## src/rtl/uart_rx_cfg.sv

```systemverilog
// uart_rx_cfg: configurable UART receiver with 16x oversampling.
// The baud divider, parity mode and stop-bit count are captured when a start
// edge is seen, so they may change freely while a frame is being received.
// Each bit is the majority vote of three samples taken around the bit centre.
module uart_rx_cfg #(
  parameter int DATA_W      = 8,
  parameter int SYNC_STAGES = 2
) (
  input  logic              Clk,
  input  logic              Reset_n,
  input  logic [15:0]       Baud_Div,
  input  logic [1:0]        Parity_Mode,
  input  logic              Stop2,
  input  logic              uart_rx,
  output logic [DATA_W-1:0] Data,
  output logic              Rx_Done,
  output logic              Parity_Err,
  output logic              Frame_Err,
  output logic              Busy
);

  typedef enum logic [2:0] {
    ST_IDLE   = 3'd0,
    ST_START  = 3'd1,
    ST_DATA   = 3'd2,
    ST_PARITY = 3'd3,
    ST_STOP1  = 3'd4,
    ST_STOP2  = 3'd5
  } state_t;

  localparam logic [3:0] BITS_L = 4'(DATA_W);

  // Majority of three samples.
  function automatic logic maj3_f(input logic a, input logic b, input logic c);
    return (a & b) | (a & c) | (b & c);
  endfunction

  // Expected parity bit: XOR of data for even, its inverse for odd.
  function automatic logic parity_exp_f(input logic [DATA_W-1:0] d, input logic odd);
    return (^d) ^ odd;
  endfunction

  logic [SYNC_STAGES-1:0] sync_r;
  logic                   rx_prev_r;
  logic                   rx_s;
  logic                   fall_s;

  state_t                 state_r;
  state_t                 state_nxt_s;

  logic [15:0]            div_cnt_r;
  logic [15:0]            baud_lat_r;
  logic [3:0]             samp_cnt_r;
  logic                   tick_s;
  logic                   samp9_s;
  logic                   wrap_s;
  logic                   s7_r;
  logic                   s8_r;
  logic                   maj_s;

  logic [3:0]             bit_cnt_r;
  logic [DATA_W-1:0]      shift_r;
  logic                   par_en_r;
  logic                   par_odd_r;
  logic                   stop2_lat_r;
  logic                   par_flag_r;
  logic                   frame_flag_r;

  logic                   start_s;
  logic                   shift_en_s;
  logic                   par_chk_s;
  logic                   stop_chk_s;
  logic                   finish_s;

  logic [DATA_W-1:0]      data_r;
  logic                   rx_done_r;
  logic                   par_err_r;
  logic                   frame_err_r;
  logic                   busy_r;

  assign rx_s    = sync_r[SYNC_STAGES-1];
  assign fall_s  = rx_prev_r & ~rx_s;
  assign tick_s  = (state_r != ST_IDLE) && (div_cnt_r == baud_lat_r);
  assign samp9_s = tick_s && (samp_cnt_r == 4'd9);
  assign wrap_s  = tick_s && (samp_cnt_r == 4'd15);
  assign maj_s   = maj3_f(s7_r, s8_r, rx_s);

  assign Data       = data_r;
  assign Rx_Done    = rx_done_r;
  assign Parity_Err = par_err_r;
  assign Frame_Err  = frame_err_r;
  assign Busy       = busy_r;

  // Synchronise the serial line and keep its previous value for edge detect.
  always_ff @(posedge Clk or negedge Reset_n) begin
    if (!Reset_n) begin
      sync_r    <= {SYNC_STAGES{1'b1}};
      rx_prev_r <= 1'b1;
    end else begin
      sync_r    <= {sync_r[SYNC_STAGES-2:0], uart_rx};
      rx_prev_r <= rx_s;
    end
  end

  // State register.
  always_ff @(posedge Clk or negedge Reset_n) begin
    if (!Reset_n) begin
      state_r <= ST_IDLE;
    end else begin
      state_r <= state_nxt_s;
    end
  end

  // Next-state logic; a frame ends at the centre of its last stop bit.
  always_comb begin
    state_nxt_s = state_r;
    case (state_r)
      ST_IDLE: begin
        if (fall_s) state_nxt_s = ST_START;
        else        state_nxt_s = ST_IDLE;
      end
      ST_START: begin
        if (samp9_s && maj_s) state_nxt_s = ST_IDLE;
        else if (wrap_s)      state_nxt_s = ST_DATA;
        else                  state_nxt_s = ST_START;
      end
      ST_DATA: begin
        if (wrap_s && (bit_cnt_r == BITS_L)) begin
          if (par_en_r) state_nxt_s = ST_PARITY;
          else          state_nxt_s = ST_STOP1;
        end else begin
          state_nxt_s = ST_DATA;
        end
      end
      ST_PARITY: begin
        if (wrap_s) state_nxt_s = ST_STOP1;
        else        state_nxt_s = ST_PARITY;
      end
      ST_STOP1: begin
        if (samp9_s && !stop2_lat_r) state_nxt_s = ST_IDLE;
        else if (wrap_s)             state_nxt_s = ST_STOP2;
        else                         state_nxt_s = ST_STOP1;
      end
      ST_STOP2: begin
        if (samp9_s) state_nxt_s = ST_IDLE;
        else         state_nxt_s = ST_STOP2;
      end
      default: state_nxt_s = ST_IDLE;
    endcase
  end

  // Per-state strobes driving the datapath.
  always_comb begin
    start_s    = 1'b0;
    shift_en_s = 1'b0;
    par_chk_s  = 1'b0;
    stop_chk_s = 1'b0;
    finish_s   = 1'b0;
    case (state_r)
      ST_IDLE:   start_s    = fall_s;
      ST_START:  start_s    = 1'b0;
      ST_DATA:   shift_en_s = samp9_s;
      ST_PARITY: par_chk_s  = samp9_s;
      ST_STOP1: begin
        stop_chk_s = samp9_s;
        finish_s   = samp9_s && !stop2_lat_r;
      end
      ST_STOP2: begin
        stop_chk_s = samp9_s;
        finish_s   = samp9_s;
      end
      default: start_s = 1'b0;
    endcase
  end

  // Baud tick divider and 16x sample counter, both parked at zero in IDLE.
  always_ff @(posedge Clk or negedge Reset_n) begin
    if (!Reset_n) begin
      div_cnt_r  <= 16'd0;
      samp_cnt_r <= 4'd0;
    end else if (state_r == ST_IDLE) begin
      div_cnt_r  <= 16'd0;
      samp_cnt_r <= 4'd0;
    end else if (tick_s) begin
      div_cnt_r  <= 16'd0;
      samp_cnt_r <= samp_cnt_r + 4'd1;
    end else begin
      div_cnt_r  <= div_cnt_r + 16'd1;
    end
  end

  // Capture the first two of the three majority samples.
  always_ff @(posedge Clk or negedge Reset_n) begin
    if (!Reset_n) begin
      s7_r <= 1'b1;
      s8_r <= 1'b1;
    end else begin
      if (tick_s && (samp_cnt_r == 4'd7)) s7_r <= rx_s;
      if (tick_s && (samp_cnt_r == 4'd8)) s8_r <= rx_s;
    end
  end

  // Capture frame configuration at the start edge.
  always_ff @(posedge Clk or negedge Reset_n) begin
    if (!Reset_n) begin
      baud_lat_r  <= 16'd0;
      par_en_r    <= 1'b0;
      par_odd_r   <= 1'b0;
      stop2_lat_r <= 1'b0;
    end else if (start_s) begin
      baud_lat_r  <= Baud_Div;
      par_en_r    <= (Parity_Mode == 2'd1) || (Parity_Mode == 2'd2);
      par_odd_r   <= (Parity_Mode == 2'd2);
      stop2_lat_r <= Stop2;
    end
  end

  // Data shift register, bit counter and sticky error flags for this frame.
  always_ff @(posedge Clk or negedge Reset_n) begin
    if (!Reset_n) begin
      shift_r      <= {DATA_W{1'b0}};
      bit_cnt_r    <= 4'd0;
      par_flag_r   <= 1'b0;
      frame_flag_r <= 1'b0;
    end else if (start_s) begin
      bit_cnt_r    <= 4'd0;
      par_flag_r   <= 1'b0;
      frame_flag_r <= 1'b0;
    end else begin
      if (shift_en_s) begin
        shift_r   <= {maj_s, shift_r[DATA_W-1:1]};
        bit_cnt_r <= bit_cnt_r + 4'd1;
      end
      if (par_chk_s && (maj_s != parity_exp_f(shift_r, par_odd_r))) begin
        par_flag_r <= 1'b1;
      end
      if (stop_chk_s && !maj_s) begin
        frame_flag_r <= 1'b1;
      end
    end
  end

  // Registered outputs; results and Rx_Done appear together on finish.
  always_ff @(posedge Clk or negedge Reset_n) begin
    if (!Reset_n) begin
      data_r      <= {DATA_W{1'b0}};
      rx_done_r   <= 1'b0;
      par_err_r   <= 1'b0;
      frame_err_r <= 1'b0;
      busy_r      <= 1'b0;
    end else begin
      rx_done_r <= finish_s;
      busy_r    <= (state_nxt_s != ST_IDLE);
      if (finish_s) begin
        data_r      <= shift_r;
        par_err_r   <= par_flag_r;
        frame_err_r <= frame_flag_r | ~maj_s;
      end
    end
  end

endmodule

```

## config.mk

```make
export PLATFORM = sky130hd
export DESIGN_NAME = uart_rx_cfg
export DESIGN_NICKNAME = d
export VERILOG_FILES = /design/src/rtl/uart_rx_cfg.sv
export SDC_FILE = /design/constraint.sdc
export NUM_CORES = 1
export LEC_CHECK = 0
export ABC_AREA = 1
export CELL_PAD_IN_SITES_DETAIL_PLACEMENT = 1
export CELL_PAD_IN_SITES_GLOBAL_PLACEMENT = 1
export CORE_AREA = 2 2 117 119
export DETAILED_ROUTE_END_ITERATION = 7
export DIE_AREA = 0 0 119 121
export GPL_TIMING_DRIVEN = 0
export HOLD_SLACK_MARGIN = 0.15
export PLACE_DENSITY = 0.64
export SYNTH_ARGS = -nofsm -noshare
export SYNTH_HDL_FRONTEND = slang
export SYNTH_SLANG_ARGS = --single-unit
export TNS_END_PERCENT = 30
```

## constraint.sdc

```tcl
create_clock -name Clk -period 1.6 [get_ports Clk]
set_input_delay 0.16 -clock Clk [delete_from_list [all_inputs] [get_ports Clk]]
set_output_delay 0.16 -clock Clk [all_outputs]
set_load 0.01 [all_outputs]
```

==> metrics.txt <==
GRT overflow 0; detailed placer's ending HPWL 6.85 mm; core area between 10,000 and 15,000 sq um; Seq cells post-synth between 70 and 80; number of fill cells 1,555; mux cell area share after synthesis 0; vias in the first global route between 3,000 and 4,000; Num CTS Buffers 9; Critical Path Max Stage Delay 0.47 ns; DRC 0; DRT Pass-1 Iters 4; die height 121 um; delay-heaviest family, CP simple AND/OR/NAND/NOR gates; Post-Synth XOR/XNOR Area 0.0296; cell taking the most area after synthesis dfrtp_1; Synth top cells by count nand2_1 (121), inv_1 (80), dfrtp_1 (68); GRT Resource Usage Total 0.155; Final #Nets 585; combinational cell fraction of total power 0.271; Crit path arrival time 2.12 ns; Final Hold Viols 0; Via Count 3,352; H-tree depth 3; post-synthesis compound-gate area fraction 0.106; Final Non-Filler Cells between 700 and 800; Seq pwr share 0.405; layout cells sized above 1 0.305; status finished with violations; Main synth FF type dfrtp_1; worst setup path class flop to flop; Worst Clk Skew 0.00654 ns; Synth area leaders dfrtp_1 (44%), nand2_1 (12%), inv_1 (7.8%); Slew Limit Headroom 0.547; final WL just over 10 mm; Worst path slowest cell dfrtp_2; Syn Std Cell Area 3850 sq um; IO Pins 34; WP data required about 1.8 ns; initial drt markers 89; critical-path maximum fanout 6; most frequent CP cell nand2_1; cell area after layout 5310 sq um; most used standard cell by instance count after synthesis nand2_1; slew of the pin with the lowest slew margin between 0.6 and 0.7 ns; Final Cycle Share 1.18; first-pass GRT wire length approximately 18 mm; Die Area 14,400 sq um; total nets after synthesis 502; Clk network pwr share 0.324; worst IR drop on VDD 0.000659 V; Synth top area share 0.442; largest net degree at the start of global routing 45; CP Capture Type flop; gpl congestion around 0.79; Clock Path Buffers 2; Cell variety after synth 38; Sink Count 73; PnR Total Power 5800 uW; CTS tree yes; Root Driver clkbuf_16; TNS Setup -7.54 ns; Clk pin slew, worst setup/hold paths 0.06 ns; PnR worst setup slack -0.295 ns; fmax 528 MHz; critical path startpoint category flop; routed len/inst 14.0 um; RSZ-0062 raised after global routing yes; Die W 119 um; starting density of the core 0.294; Simple-Gate Fraction of Synth Area 0.265; max-cap violations 0; cell breakdown of the critical path nand2_1 > nand2_1 > nor2_1 > nand2_1 > nor2_4 > nand3_4 > nor2_8 > nor2_2 > nand2_1 > nand3_2 > nor2_2 > nand2_1; WP buf/inv 0; placed cells roughly 700; Setup Viol. Count Final 43; number of vias per cell 4.55; syn_area_per_cell 8.14 sq um; PortBufs 33; placement-stage cell area 4430 sq um; main combinational cell family by area after synthesis simple AND/OR/NAND/NOR gates; P_sw 1960 uW; PwrDens around 1100 nW/um^2; worst skew pair latency around 0.34 ns; synthesized instance count between 400 and 500; type of the tightest min-delay check input pin to flop; Post-DRT Antenna Nets 0; Synth warnings 0; number of enable flip-flop cells after synthesis 0; ys async rst share 1.00; Pleak 0.00248 uW; register area share after synthesis 0.476; Max Slew Vio Count 0; cell row count 42; failing checks negative setup slack; adder-cell share of the synthesized area 0.0227; synthesis-to-layout area growth 37.8%; Final min period 1.89 ns; Internal Pwr Total ~3800 uW; antenna diode count 0; switch share 0.338; initial antenna violation count 0
## cell usage in the layout (no fill, tap or decap), drive strengths merged
cell,n
and3,1
or2,2
nand2,131
dfrtp,68
o31ai,1
clkinvlp,1
clkbuf,10
inv,87
o22ai,1
buf,46
o21ai,53
a21oi,12
clkinv,7
nand3,25
o21a,1
nand4,5
xnor2,6
clkdlybuf4s50,32
dfstp,5
ha,7
xor2,7
nor3,9
dlygate4sd3,1
nor3b,1
o211ai,1
nor4,1
nor2,38
a31oi,2
## power groups by stage
stage / clock network, uW / logic (uW) / registers [uW]
finish: 1880 / 1570 / 2340
global route: 2010 / 1780 / 2390
CTS: 1960 / 1430 / 2330
detailed placement: 0 / 1140 / 2360
global placement: 0 / 1090 / 2360
floorplan: 0 / 819 / 2310
## sequential cells by signal, indices dropped and copies added (netlist names), 2 cells and up
name        flops
bit_cnt_r       4
baud_lat_r     16
shift_r         8
Data            8
samp_cnt_r      4
sync_r          2
div_cnt_r      16
state_r         3
## path summary, 6_finish.rpt
path                               from             to  slack, ns  cells past startpoint
max in group asynchronous       Reset_n      sync_r[0]       0.67                      3
max reg2reg                div_cnt_r[2]           Busy      -0.29                     12
max                        div_cnt_r[2]           Busy      -0.29                     12
min                             uart_rx      sync_r[0]       0.23                      1
min in group asynchronous       Reset_n  baud_lat_r[4]       0.31                      2
min reg2reg                   sync_r[0]      sync_r[1]       0.36                      0
## what timing repair did
action,in CTS,in global routing
endpoints found under the hold margin,57,0
endpoints found under the setup margin,69,61
resized for setup,58,54
hold buffers,1,0
cloned,0,1
pin swaps,20,26
buffers inserted,30,6
## cell type report
type	count	area (sq um)	area share
tap	176	220	0.0415
sequential	73	1840	0.346
clock buffer	10	229	0.0431
buffer	7	83.8	0.0158
inverter	89	348	0.0655
multi-input combinational	304	1870	0.353
clock inverter	6	43.8	0.00825
timing repair buffer	72	674	0.127
## routing by layer
metal / track usage / vias to the layer above / part of all wire
li1: - / 1638 / -
met1: 0.175 / 1657 / 0.42
met2: 0.284 / 40 / 0.53
met3: 0.0357 / 17 / 0.027
met4: 0.0573 / 0 / 0.017
met5: 0 / - / 0
## stage by stage
| step | util | setup WS (ns) | hold WS [ns] |
|---|---|---|---|
| 2_1_floorplan | - | -0.0101 | -0.136 |
| 3_3_place_gp | 0.336 | -2.35 | 0.349 |
| 3_5_place_dp | 0.338 | -0.774 | 0.131 |
| 4_1_cts | 0.391 | -0.239 | 0.216 |
| 5_1_grt | 0.406 | -0.403 | 0.219 |
| 6_report | 0.406 | -0.295 | 0.234 |
## cell families (layout without fill, tap and decap cells)
kind of cell | Yosys count | count (layout)
AOI/OAI and AO/OA | 71 | 71
and+or+nand+nor | 213 | 213
adders and majority gates | 7 | 7
DFF | 73 | 73
xor gates and xnor gates | 13 | 13
buffers and inverters | 96 | 184
No activity file was read; power rests on OpenSTA's default activity.
